<file path="src/rtl/sensor_cond_if.sv">
// ============================================================================
//  Module      : sensor_cond_if
//  Description : Signal bundle between the raw sensor front end and the
//                sensor-conditioning stage (cadence pin, torque and current
//                samples in; conditioned cadence, averages and idle flag out).
//  Revision    : 1.0  initial release
// ============================================================================
`default_nettype none

interface sensor_cond_if;
   logic        cadence_raw;
   logic [11:0] torque;
   logic [11:0] curr;
   logic [4:0]  cadence_vec;
   logic [11:0] avg_torque;
   logic [11:0] avg_curr;
   logic        not_pedaling;

   // Sensor / stimulus side: drives raw samples, observes conditioned values
   modport master (
      output cadence_raw, torque, curr,
      input  cadence_vec, avg_torque, avg_curr, not_pedaling
   );

   // Conditioning stage side
   modport slave (
      input  cadence_raw, torque, curr,
      output cadence_vec, avg_torque, avg_curr, not_pedaling
   );
endinterface

`default_nettype wire

</file>
<file path="src/rtl/sensor_cond.sv">
// ============================================================================
//  Module      : sensor_cond
//  Description : Debounces the pedal cadence pin into a windowed rising-edge
//                count, averages torque once per cadence pulse (weight 1/32)
//                and averages motor current on a fixed period (weight 1/4).
//  Revision    : 1.0  initial release
// ============================================================================
`default_nettype none

module sensor_cond #(
   parameter int DEB_CYC  = 1024,
   parameter int WIN_CYC  = 4194304,
   parameter int CURR_PER = 4096
) (
   input wire          clk,
   input wire          rst_n,
   sensor_cond_if.slave bus
);

   localparam int DEB_W = (DEB_CYC  > 2) ? $clog2(DEB_CYC)  : 1;
   localparam int WIN_W = (WIN_CYC  > 2) ? $clog2(WIN_CYC)  : 1;
   localparam int CU_W  = (CURR_PER > 2) ? $clog2(CURR_PER) : 1;

   localparam logic [DEB_W-1:0] DEB_LAST = DEB_W'(DEB_CYC - 1);
   localparam logic [WIN_W-1:0] WIN_LAST = WIN_W'(WIN_CYC - 1);
   localparam logic [CU_W-1:0]  CU_LAST  = CU_W'(CURR_PER - 1);

   logic             cad_meta;
   logic             cad_sync;
   logic             cad_filt;
   logic             cad_filt_d;
   logic [DEB_W-1:0] deb_cnt;
   logic             cad_rise;

   logic [WIN_W-1:0] win_cnt;
   logic             win_last;
   logic [4:0]       rise_cnt;
   logic [5:0]       rise_sum;
   logic [4:0]       rise_sat;
   logic [4:0]       cadence_vec;

   logic [16:0]      tq_acc;
   logic [16:0]      tq_next;
   logic [CU_W-1:0]  cu_cnt;
   logic             cu_last;
   logic [13:0]      cu_acc;
   logic [13:0]      cu_next;

   // Two-flop synchronizer for the asynchronous cadence pin
   always_ff @(posedge clk or negedge rst_n) begin
      if (!rst_n) begin
         cad_meta <= 1'b0;
         cad_sync <= 1'b0;
      end else begin
         cad_meta <= bus.cadence_raw;
         cad_sync <= cad_meta;
      end
   end

   // Debounce: accept a new level only after DEB_CYC consecutive mismatching cycles
   always_ff @(posedge clk or negedge rst_n) begin
      if (!rst_n) begin
         cad_filt <= 1'b0;
         deb_cnt  <= '0;
      end else if (cad_sync != cad_filt) begin
         if (deb_cnt == DEB_LAST) begin
            cad_filt <= cad_sync;
            deb_cnt  <= '0;
         end else begin
            deb_cnt <= deb_cnt + DEB_W'(1);
         end
      end else begin
         deb_cnt <= '0;
      end
   end

   // Delayed copy of the filtered level for edge detection
   always_ff @(posedge clk or negedge rst_n) begin
      if (!rst_n) begin
         cad_filt_d <= 1'b0;
      end else begin
         cad_filt_d <= cad_filt;
      end
   end

   assign cad_rise = cad_filt & ~cad_filt_d;

   // Saturating rise count including a rise in the current cycle
   assign win_last = (win_cnt == WIN_LAST);
   assign rise_sum = {1'b0, rise_cnt} + {5'b0, cad_rise};
   assign rise_sat = rise_sum[5] ? 5'd31 : rise_sum[4:0];

   // Cadence window: count rises, publish the total on the terminal cycle
   always_ff @(posedge clk or negedge rst_n) begin
      if (!rst_n) begin
         win_cnt     <= '0;
         rise_cnt    <= '0;
         cadence_vec <= '0;
      end else begin
         if (win_last) begin
            win_cnt     <= '0;
            rise_cnt    <= '0;
            cadence_vec <= rise_sat;
         end else begin
            win_cnt <= win_cnt + WIN_W'(1);
            if (cad_rise) begin
               rise_cnt <= rise_sat;
            end
         end
      end
   end

   // acc - acc/32 + sample stays below 2^17 because acc/32 tracks the sample range
   assign tq_next = tq_acc - {5'b0, tq_acc[16:5]} + {5'b0, bus.torque};

   // Torque average advances only on cadence pulses
   always_ff @(posedge clk or negedge rst_n) begin
      if (!rst_n) begin
         tq_acc <= '0;
      end else if (cad_rise) begin
         tq_acc <= tq_next;
      end
   end

   assign cu_last = (cu_cnt == CU_LAST);
   assign cu_next = cu_acc - {2'b0, cu_acc[13:2]} + {2'b0, bus.curr};

   // Current average advances once per CURR_PER clocks
   always_ff @(posedge clk or negedge rst_n) begin
      if (!rst_n) begin
         cu_cnt <= '0;
         cu_acc <= '0;
      end else if (cu_last) begin
         cu_cnt <= '0;
         cu_acc <= cu_next;
      end else begin
         cu_cnt <= cu_cnt + CU_W'(1);
      end
   end

   assign bus.cadence_vec  = cadence_vec;
   assign bus.avg_torque   = tq_acc[16:5];
   assign bus.avg_curr     = cu_acc[13:2];
   assign bus.not_pedaling = (cadence_vec < 5'd2);

endmodule

`default_nettype wire

</file>
<file path="src/flat_wrapper.sv">
// flat-port wrapper written by rule: the top's interface ports become plain ports
module sensor_cond_flat 
#(
   parameter int DEB_CYC  = 1024,
   parameter int WIN_CYC  = 4194304,
   parameter int CURR_PER = 4096
)
  (clk, rst_n, bus_cadence_raw, bus_torque, bus_curr, bus_cadence_vec, bus_avg_torque, bus_avg_curr, bus_not_pedaling);
  sensor_cond_if bus_i ();
  input wire clk;
  input wire rst_n;
  input wire logic [$bits(bus_i.cadence_raw)-1:0] bus_cadence_raw;
  input wire logic [$bits(bus_i.torque)-1:0] bus_torque;
  input wire logic [$bits(bus_i.curr)-1:0] bus_curr;
  output wire logic [$bits(bus_i.cadence_vec)-1:0] bus_cadence_vec;
  output wire logic [$bits(bus_i.avg_torque)-1:0] bus_avg_torque;
  output wire logic [$bits(bus_i.avg_curr)-1:0] bus_avg_curr;
  output wire logic [$bits(bus_i.not_pedaling)-1:0] bus_not_pedaling;
  assign bus_i.cadence_raw = bus_cadence_raw;
  assign bus_i.torque = bus_torque;
  assign bus_i.curr = bus_curr;
  assign bus_cadence_vec = bus_i.cadence_vec;
  assign bus_avg_torque = bus_i.avg_torque;
  assign bus_avg_curr = bus_i.avg_curr;
  assign bus_not_pedaling = bus_i.not_pedaling;
  sensor_cond #(.DEB_CYC(DEB_CYC), .WIN_CYC(WIN_CYC), .CURR_PER(CURR_PER)) u_core (.clk(clk), .rst_n(rst_n), .bus(bus_i));
endmodule
</file>
<file path="config.mk">
export PLATFORM = sky130hd
export DESIGN_NAME = sensor_cond_flat
export DESIGN_NICKNAME = d
export VERILOG_FILES = /design/src/rtl/sensor_cond_if.sv /design/src/rtl/sensor_cond.sv /design/src/flat_wrapper.sv
export SDC_FILE = /design/constraint.sdc
export NUM_CORES = 1
export LEC_CHECK = 0
export ABC_AREA = 1
export CELL_PAD_IN_SITES_DETAIL_PLACEMENT = 2
export CELL_PAD_IN_SITES_GLOBAL_PLACEMENT = 2
export CORE_MARGIN = 3
export CORE_UTILIZATION = 34
export CTS_BUF_LIST = sky130_fd_sc_hd__clkbuf_16
export DETAILED_ROUTE_END_ITERATION = 8
export GPL_ROUTABILITY_DRIVEN = 0
export PLACE_DENSITY = 0.77
export SLEW_MARGIN = 20
export SYNTH_ARGS = -nofsm -noshare
export SYNTH_HDL_FRONTEND = slang
export SYNTH_SLANG_ARGS = --single-unit
</file>
<file path="constraint.sdc">
create_clock -name clk -period 2.6 [get_ports clk]
set_input_delay 0.39 -clock clk [delete_from_list [all_inputs] [get_ports clk]]
set_output_delay 0.39 -clock clk [all_outputs]
set_load 0.01 [all_outputs]
</file>
==> metrics.md, run 1 <==
| Metric | Value |
|---|---|
| Status | finished, final reports clean |
| Final worst slack | 116 ps |
| Mapped Avg Cell Area | 7.27 sq um |
| Nets | 1087 |
| HPWL Detailed | 15100 um |
| Peak VDD IR | 0.000321 V |
| Die area | 21400 sq um |
| Die Ht | 146 um |
| IO Count | 57 |
| Gr ovfl total | 0 |
| Busiest grt layer | met2 |
| Met1 usage | 23.4% |
| Yosys warning count | 0 |
| Initial antenna violation count | 0 |
| PD cells | 420 nW/um^2 |
| MaxCap Viol Count | 0 |
| Fraction of layout cells with a size suffix above 1 | 10.2% |
| Flops & latches, synth | 89 |
| Core ar. | 19000 sq um |
| Num CTS Buffers | 9 |
| Kind of critical path | input port to flop |
| Design area | 8060 sq um |
| RSZ-0062 raised after global routing | true |
| CTS Sinks | 89 |
| CP delay by family, top | simple AND/OR/NAND/NOR gates |
| Fin. Hold Viols | 0 |
| DRC | 0 |
| Flop-to-flop setup slack | 180 ps |
| # fillers | 2307 |
| Async SR Flop Fraction | 100% |
| FMAX | 403 MHz |
| CTS max path bufs | 2 |
| Max-slew violation count | 0 |
| First-pass GRT wire length | 33000 um |
| Worst Path Required | 2830 ps |
| Netlist cell types | 36 |
| Post-Synthesis Cells | 921 |
| Crit path buf inv count | 3 |
| Num rows | 50 |
| Worst Path Arrival | 2720 ps |
| Crit-path slowest cell | fa_1 |
| Slew @ Worst Pin | 569 ps |
| Ant. Diodes | 0 |
| Vias per std cell | 4.69 |
| Initial core utilization | 35.2% |
| Clock skew | 8.12 ps |
| Count leader, synth | nand2_1 |
| Net Count, Synth | 1008 |
| Area delta synth->final | 20.4% |
| Dpl ws | -353 ps |
| Static Leak | 4.59 nW |
| Pre-antenna DRT Iters | 4 |
| Most frequent cells after synthesis | 252 x nand2_1, 214 x inv_1, 89 x dfrtp_1, 68 x nor2_1, 59 x nand3_1 |
| DR WL/cell | 14.9 um |
| WL final | 18900 um |
| M3 GR Usage | 3.79% |
| Die width | 146 um |
| Post-synth top area share | 33.3% |
| Worst-Skew Late Latency | 360 ps |
| Largest net degree at the start of global routing | 51 |
| Crit start category | input port |
| Critical path cell sequence | clkdlybuf4s50_1, inv_1, fa_1, inv_1, ha_1, or2_2, nand3_1, nand2_1, or2_2, nand3_1, o21ai_0 |
| Crit. End Element | flop |
| Cell taking the most area after synthesis | dfrtp_1 |
| CP max FO | 4 |
| Port bufs | 56 |
| Setup violators final | 0 |
| All-layer global routing usage | 18.7% |
| Slew Limit Headroom | 62.1% |
| Crit path time final | 2480 ps |
| Vias in the first global route | 6776 |
| Number of enable flip-flop cells after synthesis | 0 |
| Area contributors post-synth | dfrtp_1 33%, nand2_1 14%, inv_1 12% |
| Post-synth top flop | dfrtp_1 |
| Placed inst area | 7660 sq um |
| Post-route ant nets | 0 |
| GR Util met2 | 33.3% |
| Register area share after synthesis | 33.3% |
| Reg clk slew, reported paths | 70 ps |
| Min-delay worst type | flop to flop |
| TritonCTS clock tree | yes |
| Final worst path period share | 95.5% |
| Via Count | 5928 |
| Crit-path max cell delay | 500 ps |
| Htree depth | 3 |
| Clock Root Buffer | clkbuf_16 |
| Post-Syn Area | 6700 sq um |
| Initial DRC Count | 96 |
-- cells in the final DEF (no fill, tap or decap), drive strengths merged, types with 3 or more instances in the layout --
cell	synthesis	final
or2	11	11
o22ai	4	4
fa	24	24
nand2	256	256
dfrtp	89	89
xnor2	7	7
clkdlybuf4s50	0	55
o21ai	22	22
nand4	11	11
xor2	25	25
ha	36	36
clkbuf	4	9
nor2	70	70
inv	216	218
buf	28	44
a21oi	21	21
nor3	20	20
and2	3	3
nand3	59	59
nand3b	6	6
-- per-layer routing --
layer / part of all wire (%) / up-vias / routed length, um
met4: 0.87 / 0 / 165
li1: - / 2907 / -
met2: 51 / 54 / 9530
met5: 0 / - / 0
met3: 2.4 / 15 / 461
met1: 46 / 2952 / 8710
-- layout make-up --
class                   count  area, sq um  area share (%)
multi-input cells         584         3460            42.9
flip-flops and latches     89         2230            27.7
repair buffers            100          916            11.4
inverters                 216          811            10.1
well taps                 260          325            4.03
clock buffers               9          225            2.79
clock inverters             6         90.1            1.12
-- per-stage QoR --
step / utilization, % / std cells / TNS [ps] / hold WS [ps] / total power [mW]
6_report: 42.4 / 1264 / 0 / 365 / 3.38
3_3_place_gp: 40.3 / 1246 / -2250 / 248 / 1.93
2_1_floorplan: - / 921 / 0 / 94.4 / 1.71
4_1_cts: 42.0 / 1262 / 0 / 365 / 3.44
5_1_grt: 42.4 / 1264 / -15.0 / 380 / 3.56
3_5_place_dp: 40.3 / 1246 / -4360 / 255 / 1.96
-- final timing paths --
path / startpoint / endpoint / depth (start not counted)
worst min-delay path: u_core.cad_meta$_DFF_PN0_ / u_core.cad_sync$_DFF_PN0_ / 0
worst max-delay path: bus_torque[3] / u_core.tq_acc[6]$_DFFE_PN0P_ / 11
worst max register to register: u_core.tq_acc[8]$_DFFE_PN0P_ / u_core.tq_acc[6]$_DFFE_PN0P_ / 9
worst min register to register: u_core.cad_meta$_DFF_PN0_ / u_core.cad_sync$_DFF_PN0_ / 0
min in group asynchronous: rst_n / u_core.win_cnt[2]$_DFF_PN0_ / 2
max in group asynchronous: rst_n / u_core.tq_acc[8]$_DFFE_PN0P_ / 3
-- worst register-to-register path, delay by kind of cell, from the launching register on --
kind / cells / cell delay [ps]
adders and majority gates: 2 / 860
AOI/OAI and AO/OA: 1 / 70
buffers and inverters: 1 / 40
and+or+nand+nor: 5 / 880
DFF: 1 / 440
-- report_power, final --
| part | internal, mW | total (mW) | switching [mW] |
|---|---|---|---|
| Clock | 0.843 | 1.45 | 0.607 |
| Sequential | 1.39 | 1.39 | 0.00484 |
| Combinational | 0.231 | 0.538 | 0.307 |
-- timing repair --
| action | CTS | global route |
|---|---|---|
| setup buffers | 0 | 2 |
| endpoints found under the hold margin | 10 | 0 |
| setup endpoints to repair | 0 | 10 |
| hold buffers | 1 | 0 |
| gates resized for setup | 0 | 18 |
-- flip-flops by register name, indices dropped and copies added (netlist names) --
name	flops
u_core.cad_filt_d	1
u_core.deb_cnt	10
u_core.cad_sync	1
u_core.cad_meta	1
u_core.bus.cadence_vec	5
u_core.tq_acc	17
u_core.cad_filt	1
u_core.win_cnt	22
u_core.rise_cnt	5
u_core.cu_acc	14
u_core.cu_cnt	12
-- kinds of logic after synthesis --
group,Yosys count,synth area share [%]
AO/OA/AOI/OAI,52,4.26
XOR/XNOR,32,4.19
adder cells (fa/ha/maj),60,13.9
buffers and inverters,248,15.7
flip-flops,89,33.3
AND/OR/NAND/NOR,440,28.7
No activity file was read; power rests on OpenSTA's default activity.
==> inputs of run 2 (changes only) <==
- CTS_CLUSTER_DIAMETER: default -> 50
==> results of run 2 <==
No change in the layout: final DEF, timing and power equal those of run 1.
